==> config.mk <==
export PLATFORM = sky130hd
export DESIGN_NAME = ladybird_bus_arbiter_flat
export DESIGN_NICKNAME = d
export VERILOG_FILES = /design/src/rtl/ladybird_bus_arbiter_if.sv /design/src/rtl/ladybird_bus_arbiter.sv /design/src/flat_wrapper.sv
export SDC_FILE = /design/constraint.sdc
export NUM_CORES = 1
export LEC_CHECK = 0
export CAP_MARGIN = 20
export CORE_AREA = 2 2 176 178
export CTS_CLUSTER_DIAMETER = 80
export DETAILED_ROUTE_END_ITERATION = 6
export DIE_AREA = 0 0 178 180
export GPL_TIMING_DRIVEN = 0
export PLACE_DENSITY = 0.61
export SYNTH_ARGS = -nofsm -noshare
export SYNTH_HDL_FRONTEND = slang
export SYNTH_SLANG_ARGS = --single-unit
==> constraint.sdc <==
create_clock -name clk -period 4.23 [get_ports clk]
set_input_delay 0.423 -clock clk [delete_from_list [all_inputs] [get_ports clk]]
set_output_delay 0.423 -clock clk [all_outputs]
set_load 0.02 [all_outputs]
==> src/rtl/ladybird_bus_arbiter_if.sv <==
// ladybird_bus_arbiter_if: address map and core/peripheral bus bundle for the arbiter
package ladybird_config;
    localparam int XLEN = 32;
    localparam int NUM_PERIPHERAL = 6;
    typedef enum logic {D_BUS = 1'b0, I_BUS = 1'b1} core_bus_t;
    typedef enum logic [2:0] {IRAM, BRAM, DRAM, UART, QSPI, GPIO} access_t;
    // Region is chosen by the top address nibble; unmapped space falls to DRAM.
    function automatic access_t ACCESS_TYPE(input logic [3:0] region);
        return region == 4'hF ? UART : region == 4'hE ? GPIO : region == 4'hD ? QSPI :
               region == 4'h8 ? BRAM : region == 4'h9 ? IRAM : DRAM;
    endfunction
endpackage

interface ladybird_bus_arbiter_if;
    import ladybird_config::*;
    logic [1:0][XLEN-1:0] core_addr;
    logic [1:0][XLEN-1:0] core_wdata;
    logic [1:0][3:0] core_wstrb;
    logic [1:0] core_valid;
    logic [1:0] core_ready;
    logic [XLEN-1:0] core_rdata;
    logic core_resp_err;
    logic [1:0] core_resp_valid;
    logic [1:0] core_resp_ready;
    logic [XLEN-1:0] periph_addr;
    logic [XLEN-1:0] periph_wdata;
    logic [3:0] periph_wstrb;
    logic [NUM_PERIPHERAL-1:0] periph_valid;
    logic [NUM_PERIPHERAL-1:0] periph_ready;
    logic [NUM_PERIPHERAL-1:0][XLEN-1:0] periph_rdata;
    logic [NUM_PERIPHERAL-1:0] periph_resp_valid;
    logic periph_resp_ready;
    modport master (
        output core_addr, core_wdata, core_wstrb, core_valid, core_resp_ready,
        output periph_ready, periph_rdata, periph_resp_valid,
        input core_ready, core_rdata, core_resp_err, core_resp_valid,
        input periph_addr, periph_wdata, periph_wstrb, periph_valid, periph_resp_ready
    );
    modport slave (
        input core_addr, core_wdata, core_wstrb, core_valid, core_resp_ready,
        input periph_ready, periph_rdata, periph_resp_valid,
        output core_ready, core_rdata, core_resp_err, core_resp_valid,
        output periph_addr, periph_wdata, periph_wstrb, periph_valid, periph_resp_ready
    );
endinterface

==> src/rtl/ladybird_bus_arbiter.sv <==
// ladybird_bus_arbiter: round-robin two-core arbiter routing one transaction at a time to a peripheral
module ladybird_bus_arbiter
    import ladybird_config::*;
#(
    parameter int TIMEOUT_CYCLES = 1024
) (
    input logic clk,
    input logic rstn,
    ladybird_bus_arbiter_if.slave bus
);
    typedef enum logic [1:0] {IDLE, REQ, RESP, ERR} state_t;
    state_t state;
    core_bus_t grant, last_grant;
    access_t target, req_tgt;
    logic [31:0] cnt;
    logic pick, start, done, expire;
    // Arbitration pick, completion/timeout detection and the pass-through response paths.
    always_comb begin
        pick = (bus.core_valid[0] & bus.core_valid[1]) ? ~last_grant : bus.core_valid[1];
        start = state == IDLE && |bus.core_valid;
        req_tgt = ACCESS_TYPE(bus.core_addr[pick][XLEN-1 -: 4]);
        done = state == RESP && bus.periph_resp_valid[target] && bus.core_resp_ready[grant];
        expire = TIMEOUT_CYCLES != 0 && cnt >= 32'(TIMEOUT_CYCLES - 1);
        bus.core_ready = (rstn && start) ? 2'b01 << pick : 2'b00;
        bus.core_resp_valid = (state == ERR || (state == RESP && bus.periph_resp_valid[target])) ? 2'b01 << grant : 2'b00;
        bus.core_resp_err = state == ERR;
        bus.core_rdata = state == RESP ? bus.periph_rdata[target] : '0;
        bus.periph_resp_ready = rstn && (state == IDLE || (state == RESP && bus.core_resp_ready[grant]));
    end
    // Transaction FSM with request latching and the grant-to-response watchdog.
    always_ff @(posedge clk or negedge rstn) begin
        if (!rstn) begin
            state <= IDLE;
            grant <= D_BUS;
            last_grant <= I_BUS;
            target <= IRAM;
            cnt <= '0;
            bus.periph_addr <= '0;
            bus.periph_wdata <= '0;
            bus.periph_wstrb <= '0;
            bus.periph_valid <= '0;
        end else begin
            case (state)
                IDLE: if (start) begin
                    grant <= core_bus_t'(pick);
                    target <= req_tgt;
                    cnt <= '0;
                    bus.periph_addr <= bus.core_addr[pick];
                    bus.periph_wdata <= bus.core_wdata[pick];
                    bus.periph_wstrb <= bus.core_wstrb[pick];
                    bus.periph_valid <= NUM_PERIPHERAL'(1) << req_tgt;
                    state <= REQ;
                end
                REQ: begin
                    cnt <= cnt + 32'd1;
                    if (bus.periph_ready[target]) begin
                        bus.periph_valid <= '0;
                        state <= RESP;
                    end else if (expire) begin
                        bus.periph_valid <= '0;
                        state <= ERR;
                    end
                end
                RESP: begin
                    cnt <= cnt + 32'd1;
                    if (done) begin
                        last_grant <= grant;
                        state <= IDLE;
                    end else if (expire) begin
                        state <= ERR;
                    end
                end
                default: if (bus.core_resp_ready[grant]) begin
                    last_grant <= grant;
                    state <= IDLE;
                end
            endcase
        end
    end
endmodule

==> src/flat_wrapper.sv <==
// flat-port wrapper written by rule: the top's interface ports become plain ports
module ladybird_bus_arbiter_flat import ladybird_config::*;
#(
    parameter int TIMEOUT_CYCLES = 1024
)
  (clk, rstn, bus_core_addr, bus_core_wdata, bus_core_wstrb, bus_core_valid, bus_core_resp_ready, bus_periph_ready, bus_periph_rdata, bus_periph_resp_valid, bus_core_ready, bus_core_rdata, bus_core_resp_err, bus_core_resp_valid, bus_periph_addr, bus_periph_wdata, bus_periph_wstrb, bus_periph_valid, bus_periph_resp_ready);
  ladybird_bus_arbiter_if bus_i ();
  input logic clk;
  input logic rstn;
  input wire logic [$bits(bus_i.core_addr)-1:0] bus_core_addr;
  input wire logic [$bits(bus_i.core_wdata)-1:0] bus_core_wdata;
  input wire logic [$bits(bus_i.core_wstrb)-1:0] bus_core_wstrb;
  input wire logic [$bits(bus_i.core_valid)-1:0] bus_core_valid;
  input wire logic [$bits(bus_i.core_resp_ready)-1:0] bus_core_resp_ready;
  input wire logic [$bits(bus_i.periph_ready)-1:0] bus_periph_ready;
  input wire logic [$bits(bus_i.periph_rdata)-1:0] bus_periph_rdata;
  input wire logic [$bits(bus_i.periph_resp_valid)-1:0] bus_periph_resp_valid;
  output wire logic [$bits(bus_i.core_ready)-1:0] bus_core_ready;
  output wire logic [$bits(bus_i.core_rdata)-1:0] bus_core_rdata;
  output wire logic [$bits(bus_i.core_resp_err)-1:0] bus_core_resp_err;
  output wire logic [$bits(bus_i.core_resp_valid)-1:0] bus_core_resp_valid;
  output wire logic [$bits(bus_i.periph_addr)-1:0] bus_periph_addr;
  output wire logic [$bits(bus_i.periph_wdata)-1:0] bus_periph_wdata;
  output wire logic [$bits(bus_i.periph_wstrb)-1:0] bus_periph_wstrb;
  output wire logic [$bits(bus_i.periph_valid)-1:0] bus_periph_valid;
  output wire logic [$bits(bus_i.periph_resp_ready)-1:0] bus_periph_resp_ready;
  assign bus_i.core_addr = bus_core_addr;
  assign bus_i.core_wdata = bus_core_wdata;
  assign bus_i.core_wstrb = bus_core_wstrb;
  assign bus_i.core_valid = bus_core_valid;
  assign bus_i.core_resp_ready = bus_core_resp_ready;
  assign bus_i.periph_ready = bus_periph_ready;
  assign bus_i.periph_rdata = bus_periph_rdata;
  assign bus_i.periph_resp_valid = bus_periph_resp_valid;
  assign bus_core_ready = bus_i.core_ready;
  assign bus_core_rdata = bus_i.core_rdata;
  assign bus_core_resp_err = bus_i.core_resp_err;
  assign bus_core_resp_valid = bus_i.core_resp_valid;
  assign bus_periph_addr = bus_i.periph_addr;
  assign bus_periph_wdata = bus_i.periph_wdata;
  assign bus_periph_wstrb = bus_i.periph_wstrb;
  assign bus_periph_valid = bus_i.periph_valid;
  assign bus_periph_resp_ready = bus_i.periph_resp_ready;
  ladybird_bus_arbiter #(.TIMEOUT_CYCLES(TIMEOUT_CYCLES)) u_core (.clk(clk), .rstn(rstn), .bus(bus_i));
endmodule
==> results.txt <==
----------------------------------------------------
[Placement]
  Number of I/O port buffers ... 457
  Placed instance area ... 12550 um^2
  Placer's final routability congestion estimate ... 0.8381
  Half-perimeter wire length after placement ... 26.75 mm
  Total instance count after detailed placement ... 1634

[STA]
  Unrepaired setup endpoints after global routing ... false
  Hold violation total from the final report ... 0
  Final slew viol count ... 0
  Max Clk Rate ... 277.3 MHz
  Time the worst path needs with I/O delays and setup ... 3607 ps
  Relative max-transition margin ... 48.42%
  Final TNS setup ... 0 ps
  Final number of setup-violating endpoints ... 0
  Post-route clock skew ... 10.24 ps
  Slew at the pin with the worst max-slew slack ... 773.7 ps
  Ratio of final minimum period to clock period ... 85.27%

[Clock network]
  Num Clock Sinks ... 113
  CTS clock-pin slew for the worst setup and hold paths ... 60 ps
  Number of levels the H-tree was split into ... 4
  CTS tree ... built
  Root Driver ... sky130_fd_sc_hd__clkbuf_16
  Count of hold-fix buffers inserted at cts ... 1
  CTS Buf Count ... 17
  Number of instances resized during post-cts repair ... 0
  # Post-CTS Setup Buffers ... 0
  Clock insertion delay at the later pin of the skew report ... 420 ps
  Max clock buf depth ... 2

[Worst setup path]
  Cell Chain, Critical Path ... inv_1, ha_1, buf_4, o21ai_1, clkbuf_1, buf_1, nor3b_1, clkdlybuf4s50_1
  Critical Path End Type ... primary output
  Class of the most critical setup path ... register to primary output
  Worst Path Arrival ... 3180 ps
  CP max stage delay ... 570 ps
  Maximum fanout encountered on the critical timing path ... 10
  Required time of the critical path ... 3810 ps
  Critical-path cell with the highest stage delay ... sky130_fd_sc_hd__clkdlybuf4s50_1
  WP buf/inv ... 5
  Critical Path Start Type ... register
  Critical path's top delay family ... buffers and inverters

[Yosys]
  Seq/Total Area, Yosys ... 38.02%
  Net Count, Synth ... 1130
  Syn avg cell area ... 9.552 um^2
  Synthesized area ... 7441 um^2
  Flop and latch count out of synthesis ... 113
  Warning count from the yosys run ... 0
  Synth cell types ... 56
  Synthesized instance count ... 779

[Floorplanning]
  Area of the placeable core ... 30190 um^2
  Total Die Area ... 32040 um^2
  Horizontal extent of the die ... 178 um
  Number of top-level design ports ... 458
  Number of rows in the core area ... 64
  Starting Density ... 24.65%
  Die Y ... 180 um

[Power]
  Leakage power total ... 5.472 nW
  Maximum VDD drop ... 0.2976 mV
  P per Cell Area ... 542.1 nW/um^2

[Layout]
  Share of cells above drive strength 1 ... 8.261%
  Total number of nets in the final design ... 1609
  Relative area change from synthesis to final layout ... 77.05%
  Final cell count without fillers ... 1671
  Area of all placed cells without fillers ... 13170 um^2

[Drt]
  Length of the first detailed-routing pass in iterations ... 5
  Per-cell via count in the routed design ... 4.656
  Routed Wire Length ... 32.28 mm
  Number of vias after detailed routing ... 7781
  Number of DRC markers in iteration 0 ... 386
  Count of unresolved DRC violations after routing ... 0
  Average wire per standard cell ... 19.32 um
  Remaining antenna violation count ... 0

[GRT]
  Total global routing overflow ... 0
  GRT Overall Usage ... 19.53%
  Wire length of the first global-routing pass ... 46.99 mm
  Number of antenna violations at the first check in global routing ... 4
  Largest net degree at the start of global routing ... 63
  Vias in the first global route ... 8014

[Run status]
  Status ... finished, final reports clean

[Worst hold path]
  Hold crit path type ... register to register

[Flow run]
  Number of max-capacitance violations reported ... 0

----------------------------------------------------
==> kinds of logic (layout without fill, tap and decap cells) <==
logic type	count (synthesis)	after routing	share of synthesized area, %
simple gates	255	255	17.17
compound gates	148	148	11.55
mux	142	142	24.70
flops	113	113	38.02
buf+inv	98	590	5.599
xor+xnor	18	18	2.119
fa+ha+maj	5	5	0.8408
other cells	0	4	0
==> layer usage <==
layer  global-route usage, %  wire length [um]  up-vias
met2                   37.61             17490      328
li1                        -                 -     3747
met3                   5.266              2654       25
met5                       0                 0        -
met1                   20.12             11550     3681
met4                   6.098               590        0
==> worst min-delay path: stages (launching register included) <==
cell and delay (ps):
sky130_fd_sc_hd__dfrtp_1 340, sky130_fd_sc_hd__nand2_1 50, sky130_fd_sc_hd__o21ai_0 60
==> power by group <==
group / leakage (nW) / switching (mW) / internal (mW)
sequential: 1.45 / 0.233 / 1.45
clock: 0.283 / 0.549 / 0.931
combinational: 3.74 / 2.12 / 1.85
==> state kept, by name, summed over array words and instances (netlist names) <==
signal	count
u_core.bus.periph_valid	6
u_core.bus.periph_addr	32
u_core.cnt	32
u_core.last_grant	1
u_core.state	2
u_core.bus.periph_wdata	32
u_core.grant	1
u_core.bus.periph_wstrb	4
u_core.target	3
==> metrics by stage <==
stage / utilization, % / power (mW) / hold WS, ps / setup slack (ps)
floorplan: - / 3.887 / 127.4 / 2022
global placement: 41.44 / 5.687 / 460.7 / -2379
detailed placement: 41.56 / 5.729 / 415.8 / 773.5
CTS: 43.60 / 7.246 / 482.4 / 512.5
global route: 43.64 / 7.610 / 496.2 / 439.7
finish: 43.64 / 7.141 / 477.1 / 623.3
==> area by class of cell <==
| class | count | area [um^2] |
|---|---|---|
| Fill cell | 2963 | 17020 |
| Timing Repair Buffer | 460 | 4621 |
| Multi-Input combinational cell | 568 | 4195 |
| Sequential cell | 113 | 2829 |
| Tap cell | 396 | 495.5 |
| Clock buffer | 17 | 425.4 |
| Buffer | 55 | 255.2 |
| Clock inverter | 15 | 181.4 |
| Inverter | 43 | 161.4 |
| Antenna cell | 4 | 10.01 |
==> Yosys cell counts, drive strengths merged <==
| cell | instances | area, um^2 |
|---|---|---|
| a21oi | 3 | 15.01 |
| and2 | 34 | 212.7 |
| xor2 | 17 | 148.9 |
| o22ai | 33 | 206.5 |
| or4 | 8 | 60.06 |
| mux2i | 103 | 1039 |
| and3 | 6 | 37.54 |
| nor2b | 6 | 37.54 |
| a221oi | 1 | 8.760 |
| mux2 | 7 | 78.83 |
| nor2 | 31 | 123.9 |
| ha | 5 | 62.56 |
| buf | 28 | 153.9 |
| mux4 | 32 | 720.7 |
| a211oi | 2 | 20.02 |
| nand3b | 2 | 15.01 |
| inv | 43 | 161.4 |
| a22oi | 2 | 15.01 |
| a21bo | 2 | 20.02 |
| or2 | 1 | 6.260 |
| clkbuf | 27 | 101.4 |
| a21o | 1 | 7.510 |
| nor3b | 2 | 26.28 |
| dfstp | 1 | 26.28 |
| nand4 | 12 | 81.33 |
| a21boi | 2 | 15.02 |
| nand3 | 24 | 120.1 |
| and2b | 1 | 7.510 |
| nand2 | 107 | 401.6 |
| or3 | 1 | 6.260 |
| xnor2 | 1 | 8.760 |
| o21bai | 1 | 7.510 |
| o21ai | 85 | 425.4 |
| nor3 | 7 | 40.04 |
| and4 | 2 | 17.52 |
| nand2b | 4 | 25.02 |
| dfrtp | 112 | 2803 |
| a311oi | 1 | 8.760 |
| a31oi | 3 | 18.77 |
| o31ai | 4 | 30.03 |
| nor4 | 7 | 58.81 |
| o211ai | 7 | 52.55 |
| a22o | 1 | 8.760 |
==> placed cells by master (no fill, tap or decap), types with 7 or more instances in the layout <==
master                            Yosys  final
sky130_fd_sc_hd__or4_1                8      8
sky130_fd_sc_hd__buf_1                7      7
sky130_fd_sc_hd__mux2i_1            101    101
sky130_fd_sc_hd__nand3_1             24     24
sky130_fd_sc_hd__mux4_2              32     32
sky130_fd_sc_hd__clkbuf_16            0     17
sky130_fd_sc_hd__o21ai_0             77     77
sky130_fd_sc_hd__buf_2               15     15
sky130_fd_sc_hd__and2_1              34     34
sky130_fd_sc_hd__o22ai_1             33     33
sky130_fd_sc_hd__o211ai_1             7      7
sky130_fd_sc_hd__clkdlybuf4s50_1      0    456
sky130_fd_sc_hd__mux2_2               7      7
sky130_fd_sc_hd__o21ai_1              8      8
sky130_fd_sc_hd__dfrtp_1            112    112
sky130_fd_sc_hd__nand4_1             11     11
sky130_fd_sc_hd__nor2_1              30     30
sky130_fd_sc_hd__clkbuf_1            27     27
sky130_fd_sc_hd__inv_1               43     43
sky130_fd_sc_hd__xor2_1              17     17
sky130_fd_sc_hd__nand2_1            107    107
==> worst paths after layout <==
check / from / endpoint / slack (ps) / cells past startpoint
max: u_core.state[0] / bus_core_ready[0] / 620 / 8
min: u_core.bus.periph_addr[29] / u_core.bus.periph_addr[29] / 480 / 2
max reg2reg: u_core.state[0] / u_core.bus.periph_addr[25] / 1170 / 9
min reg2reg: u_core.bus.periph_addr[29] / u_core.bus.periph_addr[29] / 480 / 2
max in group asynchronous: rstn / u_core.bus.periph_valid[4] / 3010 / 3
min in group asynchronous: rstn / u_core.grant / 530 / 2
(Power assumes the default switching activity.)
